$ cat config.mk
export PLATFORM = sky130hd
export DESIGN_NAME = panel_scan_sequencer
export DESIGN_NICKNAME = d
export VERILOG_FILES = /design/src/rtl/panel_scan_pkg.sv /design/src/rtl/panel_scan_sequencer_addr_counter.sv /design/src/rtl/panel_scan_sequencer.sv
export SDC_FILE = /design/constraint.sdc
export NUM_CORES = 1
export LEC_CHECK = 0
export ABC_AREA = 1
export BUFFER_PORTS_ARGS = -buffer_cell sky130_fd_sc_hd__buf_2
export CORE_MARGIN = 1.5
export CORE_UTILIZATION = 44
export DETAILED_ROUTE_END_ITERATION = 10
export PLACE_DENSITY = 0.65
export RECOVER_POWER = 100
export SYNTH_ARGS = -nofsm -noshare
export SYNTH_HDL_FRONTEND = slang
export SYNTH_SLANG_ARGS = --single-unit
$ cat constraint.sdc
create_clock -name clk -period 5.1 [get_ports clk]
set_clock_uncertainty 0.15 [all_clocks]
set_input_delay 0.51 -clock clk [delete_from_list [all_inputs] [get_ports clk]]
set_output_delay 0.51 -clock clk [all_outputs]
set_load 0.02 [all_outputs]
$ cat src/rtl/panel_scan_pkg.sv
`default_nettype none
// ============================================================================
//  Module      : panel_scan_pkg
//  Description : Shared types and defaults for the panel scan sequencer:
//                sequencer state encoding, acquisition mode encoding and the
//                default length of the pixel reset pulse.
//  Revision    : 1.0 - initial release
// ============================================================================
package panel_scan_pkg;

  // Default number of clk cycles the pixel array reset pulse is held.
  localparam int RESET_CYCLES_DEFAULT = 8;

  // Sequencer states, explicit 3-bit encoding.
  typedef enum logic [2:0] {
    ST_IDLE      = 3'd0,
    ST_RESET     = 3'd1,
    ST_INTEG     = 3'd2,
    ST_ROW_SETUP = 3'd3,
    ST_COL_SCAN  = 3'd4,
    ST_ROW_NEXT  = 3'd5,
    ST_FRAME_END = 3'd6
  } state_e;

  // Acquisition modes as presented on the mode input. The reserved code
  // behaves like SINGLE because only MULTI repeats and only DARK skips
  // integration.
  typedef enum logic [1:0] {
    MODE_SINGLE = 2'd0,
    MODE_MULTI  = 2'd1,
    MODE_DARK   = 2'd2,
    MODE_RSVD   = 2'd3
  } mode_e;

endpackage : panel_scan_pkg
`default_nettype wire

$ cat src/rtl/panel_scan_sequencer_addr_counter.sv
`default_nettype none
// ============================================================================
//  Module      : scan_addr_counter
//  Description : Loadable address stepper for one scan axis (row or column).
//                The address is loaded with start_addr, advanced by step on
//                request, and 'last' flags that the next step would pass
//                end_addr. The next-address sum is formed one bit wider than
//                the address so an end of all-ones cannot wrap to zero.
//  Ports       : clk, rst         - clock, synchronous active-high reset
//                start_addr       - address loaded on 'load'
//                end_addr         - inclusive last legal address
//                step             - increment (ADDR_W+1 bits)
//                load, advance    - load has priority over advance
//                addr             - current address (registered)
//                last             - current address is the final one
//  Revision    : 1.0 - initial release
// ============================================================================
module scan_addr_counter #(
  parameter int ADDR_W = 12
) (
  input  logic              clk,
  input  logic              rst,
  input  logic [ADDR_W-1:0] start_addr,
  input  logic [ADDR_W-1:0] end_addr,
  input  logic [ADDR_W:0]   step,
  input  logic              load,
  input  logic              advance,
  output logic [ADDR_W-1:0] addr,
  output logic              last
);

  logic [ADDR_W-1:0] addr_q;
  logic [ADDR_W-1:0] addr_d;
  logic [ADDR_W:0]   next_addr;

  always_comb begin
    next_addr = {1'b0, addr_q} + step;
    last      = (next_addr > {1'b0, end_addr});
    addr_d    = addr_q;
    if (load) begin
      addr_d = start_addr;
    end else if (advance && !last) begin
      addr_d = next_addr[ADDR_W-1:0];
    end
  end

  always_ff @(posedge clk) begin
    if (rst) begin
      addr_q <= '0;
    end else begin
      addr_q <= addr_d;
    end
  end

  assign addr = addr_q;

endmodule : scan_addr_counter
`default_nettype wire

$ cat src/rtl/panel_scan_sequencer.sv
`default_nettype none
// ============================================================================
//  Module      : panel_scan_sequencer
//  Description : Frame acquisition sequencer for a pixel panel. On an
//                accepted frame_start it latches the configuration, pulses
//                the pixel reset, waits the integration time, then walks the
//                region of interest row by row, handing each pixel to the
//                ADC with an adc_start / adc_ready handshake. MULTI mode
//                repeats the frame frame_count times.
//  Config      : PANEL_SCAN_BINNING_EN - when defined, rows and columns step
//                by 1<<bin_shift; otherwise bin_shift is ignored (step 1).
//  Ports       : clk, rst                  - clock, sync active-high reset
//                frame_start, frame_abort  - start / abort pulses
//                mode, frame_count         - acquisition mode, MULTI count
//                integration_time          - integration in ticks
//                bin_shift                 - binning step exponent
//                row_start/end, col_start/end - inclusive ROI
//                adc_ready                 - ADC accepted current pixel
//                frame_busy, frame_complete, acq_done, roi_err - status
//                row_addr, col_addr        - current pixel address
//                row_clk_en, col_clk_en, gate_sel, reset_pulse, adc_start
//                                          - panel / ADC strobes
//                frames_done               - frames completed this run
//  Revision    : 1.0 - initial release
// ============================================================================
module panel_scan_sequencer
  import panel_scan_pkg::*;
#(
  parameter int ADDR_W       = 12,
  parameter int INTEG_W      = 16,
  parameter int TICK_DIV     = 100,
  parameter int RESET_CYCLES = RESET_CYCLES_DEFAULT
) (
  input  logic               clk,
  input  logic               rst,
  input  logic               frame_start,
  input  logic               frame_abort,
  input  logic [1:0]         mode,
  input  logic [7:0]         frame_count,
  input  logic [INTEG_W-1:0] integration_time,
  input  logic [1:0]         bin_shift,
  input  logic [ADDR_W-1:0]  row_start,
  input  logic [ADDR_W-1:0]  row_end,
  input  logic [ADDR_W-1:0]  col_start,
  input  logic [ADDR_W-1:0]  col_end,
  input  logic               adc_ready,
  output logic               frame_busy,
  output logic               frame_complete,
  output logic               acq_done,
  output logic               roi_err,
  output logic [ADDR_W-1:0]  row_addr,
  output logic [ADDR_W-1:0]  col_addr,
  output logic               row_clk_en,
  output logic               col_clk_en,
  output logic               gate_sel,
  output logic               reset_pulse,
  output logic               adc_start,
  output logic [7:0]         frames_done
);

  // One shared cycle counter serves both the reset pulse and the tick divider.
  localparam int CNT_W = $clog2(RESET_CYCLES + TICK_DIV + 1);

`ifdef PANEL_SCAN_BINNING_EN
  localparam logic [1:0] BIN_MASK = 2'b11;
`else
  // A zero mask collapses the shift amount so the step is always 1.
  localparam logic [1:0] BIN_MASK = 2'b00;
`endif

  // --------------------------------------------------------------------------
  // State and latched configuration
  // --------------------------------------------------------------------------
  state_e              state_q,       state_d;
  logic [CNT_W-1:0]    cnt_q,         cnt_d;
  logic [INTEG_W-1:0]  tick_q,        tick_d;
  logic [7:0]          frames_done_q, frames_done_d;
  logic                acq_done_q,    acq_done_d;
  logic                roi_err_q,     roi_err_d;

  mode_e               mode_q,        mode_d;
  logic [7:0]          fcount_q,      fcount_d;
  logic [INTEG_W-1:0]  integ_q,       integ_d;
  logic [1:0]          bin_shift_q,   bin_shift_d;
  logic [ADDR_W-1:0]   row_start_q,   row_start_d;
  logic [ADDR_W-1:0]   row_end_q,     row_end_d;
  logic [ADDR_W-1:0]   col_start_q,   col_start_d;
  logic [ADDR_W-1:0]   col_end_q,     col_end_d;

  // Address counter control
  logic                row_load, row_adv, row_last;
  logic                col_load, col_adv, col_last;
  logic [ADDR_W:0]     step;

  // Helpers
  logic [7:0]          frames_inc;
  logic [7:0]          fcount_eff;
  logic                roi_bad;
  logic                aborting;

  assign step       = {{ADDR_W{1'b0}}, 1'b1} << (bin_shift_q & BIN_MASK);
  assign frames_inc = (frames_done_q == 8'hFF) ? 8'hFF : frames_done_q + 8'd1;
  assign fcount_eff = (fcount_q == 8'd0) ? 8'd1 : fcount_q;
  assign roi_bad    = (row_start > row_end) || (col_start > col_end);
  assign aborting   = frame_abort && (state_q != ST_IDLE);

  // --------------------------------------------------------------------------
  // Next-state logic
  // --------------------------------------------------------------------------
  always_comb begin
    state_d       = state_q;
    cnt_d         = cnt_q;
    tick_d        = tick_q;
    frames_done_d = frames_done_q;
    acq_done_d    = 1'b0;
    roi_err_d     = 1'b0;
    mode_d        = mode_q;
    fcount_d      = fcount_q;
    integ_d       = integ_q;
    bin_shift_d   = bin_shift_q;
    row_start_d   = row_start_q;
    row_end_d     = row_end_q;
    col_start_d   = col_start_q;
    col_end_d     = col_end_q;
    row_load      = 1'b0;
    row_adv       = 1'b0;
    col_load      = 1'b0;
    col_adv       = 1'b0;

    case (state_q)
      ST_IDLE: begin
        if (frame_start) begin
          if (roi_bad) begin
            roi_err_d = 1'b1;
          end else begin
            mode_d        = mode_e'(mode);
            fcount_d      = frame_count;
            integ_d       = integration_time;
            bin_shift_d   = bin_shift;
            row_start_d   = row_start;
            row_end_d     = row_end;
            col_start_d   = col_start;
            col_end_d     = col_end;
            frames_done_d = 8'd0;
            cnt_d         = '0;
            state_d       = ST_RESET;
          end
        end
      end

      ST_RESET: begin
        // Row address is parked on the first ROI row while the array resets.
        row_load = 1'b1;
        if (cnt_q == CNT_W'(RESET_CYCLES - 1)) begin
          cnt_d  = '0;
          tick_d = '0;
          if ((mode_q == MODE_DARK) || (integ_q == '0)) begin
            state_d = ST_ROW_SETUP;
          end else begin
            state_d = ST_INTEG;
          end
        end else begin
          cnt_d = cnt_q + CNT_W'(1);
        end
      end

      ST_INTEG: begin
        if (cnt_q == CNT_W'(TICK_DIV - 1)) begin
          cnt_d = '0;
          if (tick_q == integ_q - INTEG_W'(1)) begin
            state_d = ST_ROW_SETUP;
          end else begin
            tick_d = tick_q + INTEG_W'(1);
          end
        end else begin
          cnt_d = cnt_q + CNT_W'(1);
        end
      end

      ST_ROW_SETUP: begin
        col_load = 1'b1;
        state_d  = ST_COL_SCAN;
      end

      ST_COL_SCAN: begin
        if (adc_ready) begin
          if (col_last) begin
            state_d = ST_ROW_NEXT;
          end else begin
            col_adv = 1'b1;
          end
        end
      end

      ST_ROW_NEXT: begin
        if (row_last) begin
          state_d = ST_FRAME_END;
        end else begin
          row_adv = 1'b1;
          state_d = ST_ROW_SETUP;
        end
      end

      ST_FRAME_END: begin
        frames_done_d = frames_inc;
        // Compare against the post-increment count: this frame is now done.
        if ((mode_q == MODE_MULTI) && (frames_inc < fcount_eff)) begin
          cnt_d   = '0;
          state_d = ST_RESET;
        end else begin
          acq_done_d = 1'b1;
          state_d    = ST_IDLE;
        end
      end

      default: begin
        state_d = ST_IDLE;
      end
    endcase

    // Abort overrides whatever the state wanted to do this cycle.
    if (aborting) begin
      state_d       = ST_IDLE;
      frames_done_d = frames_done_q;
      acq_done_d    = 1'b0;
      row_adv       = 1'b0;
      col_adv       = 1'b0;
    end
  end

  always_ff @(posedge clk) begin
    if (rst) begin
      state_q       <= ST_IDLE;
      cnt_q         <= '0;
      tick_q        <= '0;
      frames_done_q <= 8'd0;
      acq_done_q    <= 1'b0;
      roi_err_q     <= 1'b0;
      mode_q        <= MODE_SINGLE;
      fcount_q      <= 8'd0;
      integ_q       <= '0;
      bin_shift_q   <= 2'd0;
      row_start_q   <= '0;
      row_end_q     <= '0;
      col_start_q   <= '0;
      col_end_q     <= '0;
    end else begin
      state_q       <= state_d;
      cnt_q         <= cnt_d;
      tick_q        <= tick_d;
      frames_done_q <= frames_done_d;
      acq_done_q    <= acq_done_d;
      roi_err_q     <= roi_err_d;
      mode_q        <= mode_d;
      fcount_q      <= fcount_d;
      integ_q       <= integ_d;
      bin_shift_q   <= bin_shift_d;
      row_start_q   <= row_start_d;
      row_end_q     <= row_end_d;
      col_start_q   <= col_start_d;
      col_end_q     <= col_end_d;
    end
  end

  // --------------------------------------------------------------------------
  // Address steppers
  // --------------------------------------------------------------------------
  scan_addr_counter #(
    .ADDR_W (ADDR_W)
  ) u_row_cnt (
    .clk        (clk),
    .rst        (rst),
    .start_addr (row_start_q),
    .end_addr   (row_end_q),
    .step       (step),
    .load       (row_load),
    .advance    (row_adv),
    .addr       (row_addr),
    .last       (row_last)
  );

  scan_addr_counter #(
    .ADDR_W (ADDR_W)
  ) u_col_cnt (
    .clk        (clk),
    .rst        (rst),
    .start_addr (col_start_q),
    .end_addr   (col_end_q),
    .step       (step),
    .load       (col_load),
    .advance    (col_adv),
    .addr       (col_addr),
    .last       (col_last)
  );

  // --------------------------------------------------------------------------
  // Outputs
  // --------------------------------------------------------------------------
  assign frame_busy     = (state_q != ST_IDLE);
  assign reset_pulse    = (state_q == ST_RESET);
  assign row_clk_en     = (state_q == ST_ROW_SETUP);
  assign gate_sel       = (state_q == ST_ROW_SETUP);
  assign adc_start      = (state_q == ST_COL_SCAN);
  // The two handshake-style pulses are suppressed by a same-cycle abort.
  assign col_clk_en     = (state_q == ST_COL_SCAN) && adc_ready && !frame_abort;
  assign frame_complete = (state_q == ST_FRAME_END) && !frame_abort;
  assign acq_done       = acq_done_q;
  assign roi_err        = roi_err_q;
  assign frames_done    = frames_done_q;

endmodule : panel_scan_sequencer
`default_nettype wire

==> metrics.md <==
| Metric | Value |
|---|---|
| Status | finished, violations left |
| Violated checks | max-capacitance violations, max-slew violations |
| Min-Delay Startpoint | row_end[9] |
| CTS root buf | clkbuf_16 |
| Clock latency on the worst-skew pair | roughly 420 ps |
| CTS tree | done |
| Worst slack, placed | between 1500 and 2000 ps |
| Yosys warns | 0 |
| Main synth FF type | dfxtp_1 |
| WP data arrival | 3800 ps |
| CTS Buf Count | 17 |
| Reg2Reg Depth | 19 |
| PD cells | between 400 and 500 mW/mm2 |
| Io pins | about 120 |
| Post-synth ARST share | 0% |
| Worst-Margin Slew | between 2000 and 2500 ps |
| CTS Hold Bufs | 0 |
| Max Fanout on Critical Path | 15 |
| Hold depth | 3 |
| Max Cap Violations | 1 |
| Tcrit/Tclk final | 71.9% |
| Grt met2 use | a little over a third |
| Largest net degree at the start of global routing | 59 |
| Port Buf Inserts | 119 |
| CP startpoint kind | flip-flop |
| Via density | roughly 5 |
| Synth Register Bits | roughly 130 |
| P_leak | around 0.0042 uW |
| Area grow syn2layout | 14.1% |
| Post-synth EDFFs | 0 |
| Mapped Area | 0.00838 mm2 |
| Sink Count | about 130 |
| Distinct cells, synth | 46 |
| Final RePlAce weighted congestion | roughly 0.83 |
| Number of global-route vias before repair | approximately 7400 |
| CTS resizes | 0 |
| Post-Syn Nets | roughly 1400 |
| GRT Resource Usage Total | 21.3% |
| Worst R2R Setup Slack | 1440 ps |
| Reg clk slew, reported paths | 60 ps |
| Worst Hold End | row_end_q[9]$_SDFFE_PP0P_ |
| First-iteration detailed-routing DRC count | 338 |
| CP required | around 5200 ps |
| Fin. max-slew vios | 41 |
| Worst setup EP type | flip-flop |
| # DRC | 0 |
| Post-Synthesis Mean Instance Area | just under 7 um2 |
| Total number of vias | around 7900 |
| Maximum vdd drop | approximately 260 uV |
| RSZ-0062 raised after global routing | false |
| Nets | 1460 |
| Gr ovfl total | 0 |
| Global-route wire length before repair | approximately 35000 um |
| Die Ht | around 140 um |
| Met1 Usage GRT | approximately 28% |
| Hold Path Class | input pin to flip-flop |
| Layout cells sized above 1 | between 10 and 15% |
| Die width | between 100 and 150 um |
| Launching point of the worst reg2reg path | u_col_cnt.addr[0]$_SDFFE_PP0P_ |
| Final instance area | between 0.009 and 0.01 mm2 |
| Core area | ~0.019 mm2 |
| Final HPWL from detailed placement | between 15000 and 20000 um |
| Final setup violating endpoints | 0 |
| Initial antenna violation count | 1 |
| Finished Core Util | 51.1% |
| Setup Fix Bufs, Post-CTS | 0 |
| WS Path Type | flip-flop to flip-flop |
| Sequential area share after synthesis | about a third |
| Final hold vios | 0 |
| Final Worst Setup Slack | 1440 ps |
| Max transition margin | -35.4% |
| Clock buffer depth | 2 |
| WHS | about 230 ps |
| Post-route ant nets | 0 |
| M3 GR Usage | under 10% |
| Setup total negative slack | 0 ps |
| Minimum clock period | between 3000 and 4000 ps |
| Initial Util | between 40% and 50% |
| Placed Area | 0.00912 mm2 |
| FILL cells | 1943 |
| RR Endpoint | u_col_cnt.addr[4]$_SDFFE_PP0P_ |
| Detailed Route WL | slightly above 20000 um |
| Post-Syn Instances | 1216 |
| Grt peak-use layer | met2 |
| FMAX | roughly 270 MHz |
| Drt wl/cell | 13.2 um |
| Row cnt | 50 |
| # H-tree levels | 4 |
| Die Area | around 0.020 mm2 |
| First-pass iteration count of the detailed router | 6 |
[worst max-delay path, cell delays in order, from the launching register on]
cell	delay, ps
dfxtp_1	440
ha_1	220
nand2_1	80
nor4_1	310
nand3_1	210
nor2_1	160
xnor2_1	160
inv_1	60
ha_1	310
nand2_1	60
inv_1	50
nand3_1	90
nor2_1	110
nor2_1	50
nand2_1	60
nand2_1	130
nand2_1	230
nand2_1	320
o21ai_0	260
a31oi_1	60
[how the worst max path moves through the flow]
stage / start / endpoint / slack, ps
2_1_floorplan: u_col_cnt.addr[0]$_SDFFE_PP0P_ / u_col_cnt.addr[7]$_SDFFE_PP0P_ / 1990
3_3_place_gp: row_start[9] / frames_done[4]$_SDFFE_PP0P_ / 1620
6_report: u_col_cnt.addr[0]$_SDFFE_PP0P_ / u_col_cnt.addr[4]$_SDFFE_PP0P_ / 1440
4_1_cts: u_col_cnt.addr[0]$_SDFFE_PP0P_ / u_col_cnt.addr[4]$_SDFFE_PP0P_ / 1660
3_5_place_dp: row_start[9] / frames_done[4]$_SDFFE_PP0P_ / 1630
5_1_grt: u_col_cnt.addr[0]$_SDFFE_PP0P_ / u_col_cnt.addr[0]$_SDFFE_PP0P_ / 980
[through the flow]
step / std cells / total power [uW]
5_1_grt: 1563 / 4230
3_3_place_gp: 1531 / 2780
3_5_place_dp: 1531 / 2810
2_1_floorplan: 1216 / 2470
4_1_cts: 1562 / 3990
6_report: 1563 / 3920
[state kept, by name (all words and copies together), names as in the netlist, 12 cells and up]
register and flops:
integ_q 16, col_start_q 12, row_end_q 12, u_col_cnt.addr 12
tick_q 16, col_end_q 12, u_row_cnt.addr 12, row_start_q 12
[synth_stat cells (3+ instances only)]
library cell,count,share of area [%]
inv_1,183,8.2
xnor2_1,14,1.5
nor2_4,3,0.40
nor2_2,8,0.60
o21ai_0,108,6.5
ha_1,63,9.4
nand3_1,65,3.9
buf_2,12,0.72
nand2_1,195,8.7
a21oi_2,10,1.0
xor2_1,31,3.2
nand3b_1,6,0.54
a22oi_1,8,0.72
nand2_2,14,1.0
nor2_1,106,4.7
nor3_1,16,0.96
a21oi_1,137,8.2
clkbuf_1,27,1.2
nor4_1,5,0.37
inv_2,5,0.22
dfxtp_1,134,32
nand4_1,23,1.7
nand2_4,3,0.40
a31oi_1,10,0.75
[metal layers]
metal	vias to the layer above	share of wire, %	wire, um
met3	17	3.5	720
met4	0	1.4	280
met5	-	0	0
met2	134	46	9380
li1	4203	-	-
met1	3537	50	10200
[cell type report]
| cell class | count | area (um2) | area share [%] |
|---|---|---|---|
| clock inverter | 13 | 120 | 1.26 |
| clock buffer | 18 | 439 | 4.59 |
| inverter | 189 | 709 | 7.42 |
| tap | 234 | 293 | 3.06 |
| antenna | 1 | 2.50 | 0.0262 |
| timing repair buffer | 124 | 578 | 6.05 |
| multi-input combinational | 850 | 4740 | 49.5 |
| sequential | 134 | 2680 | 28.1 |
[placed cells by master, fill, tap and decap left out, types with 23 or more instances in the layout]
cell type,count
ha_1,63
buf_2,81
a21oi_1,143
nand4_1,23
o21ai_0,108
nor2_1,109
clkbuf_1,40
inv_1,183
nand2_1,199
dfxtp_1,134
xor2_1,31
nand3_1,64
[where the power goes]
group	switching, uW	internal, uW
Clock	486	685
Sequential	124	1200
Combinational	962	464
[kinds of logic after synthesis]
kind of cell | synth area share, %
DFF | 32.0
xor gates and xnor gates | 4.70
adders and majority gates | 9.41
AOI/OAI and AO/OA | 18.6
buffers and inverters | 10.9
and+or+nand+nor | 24.4
Note: power is estimated with default switching activity, not from simulation.
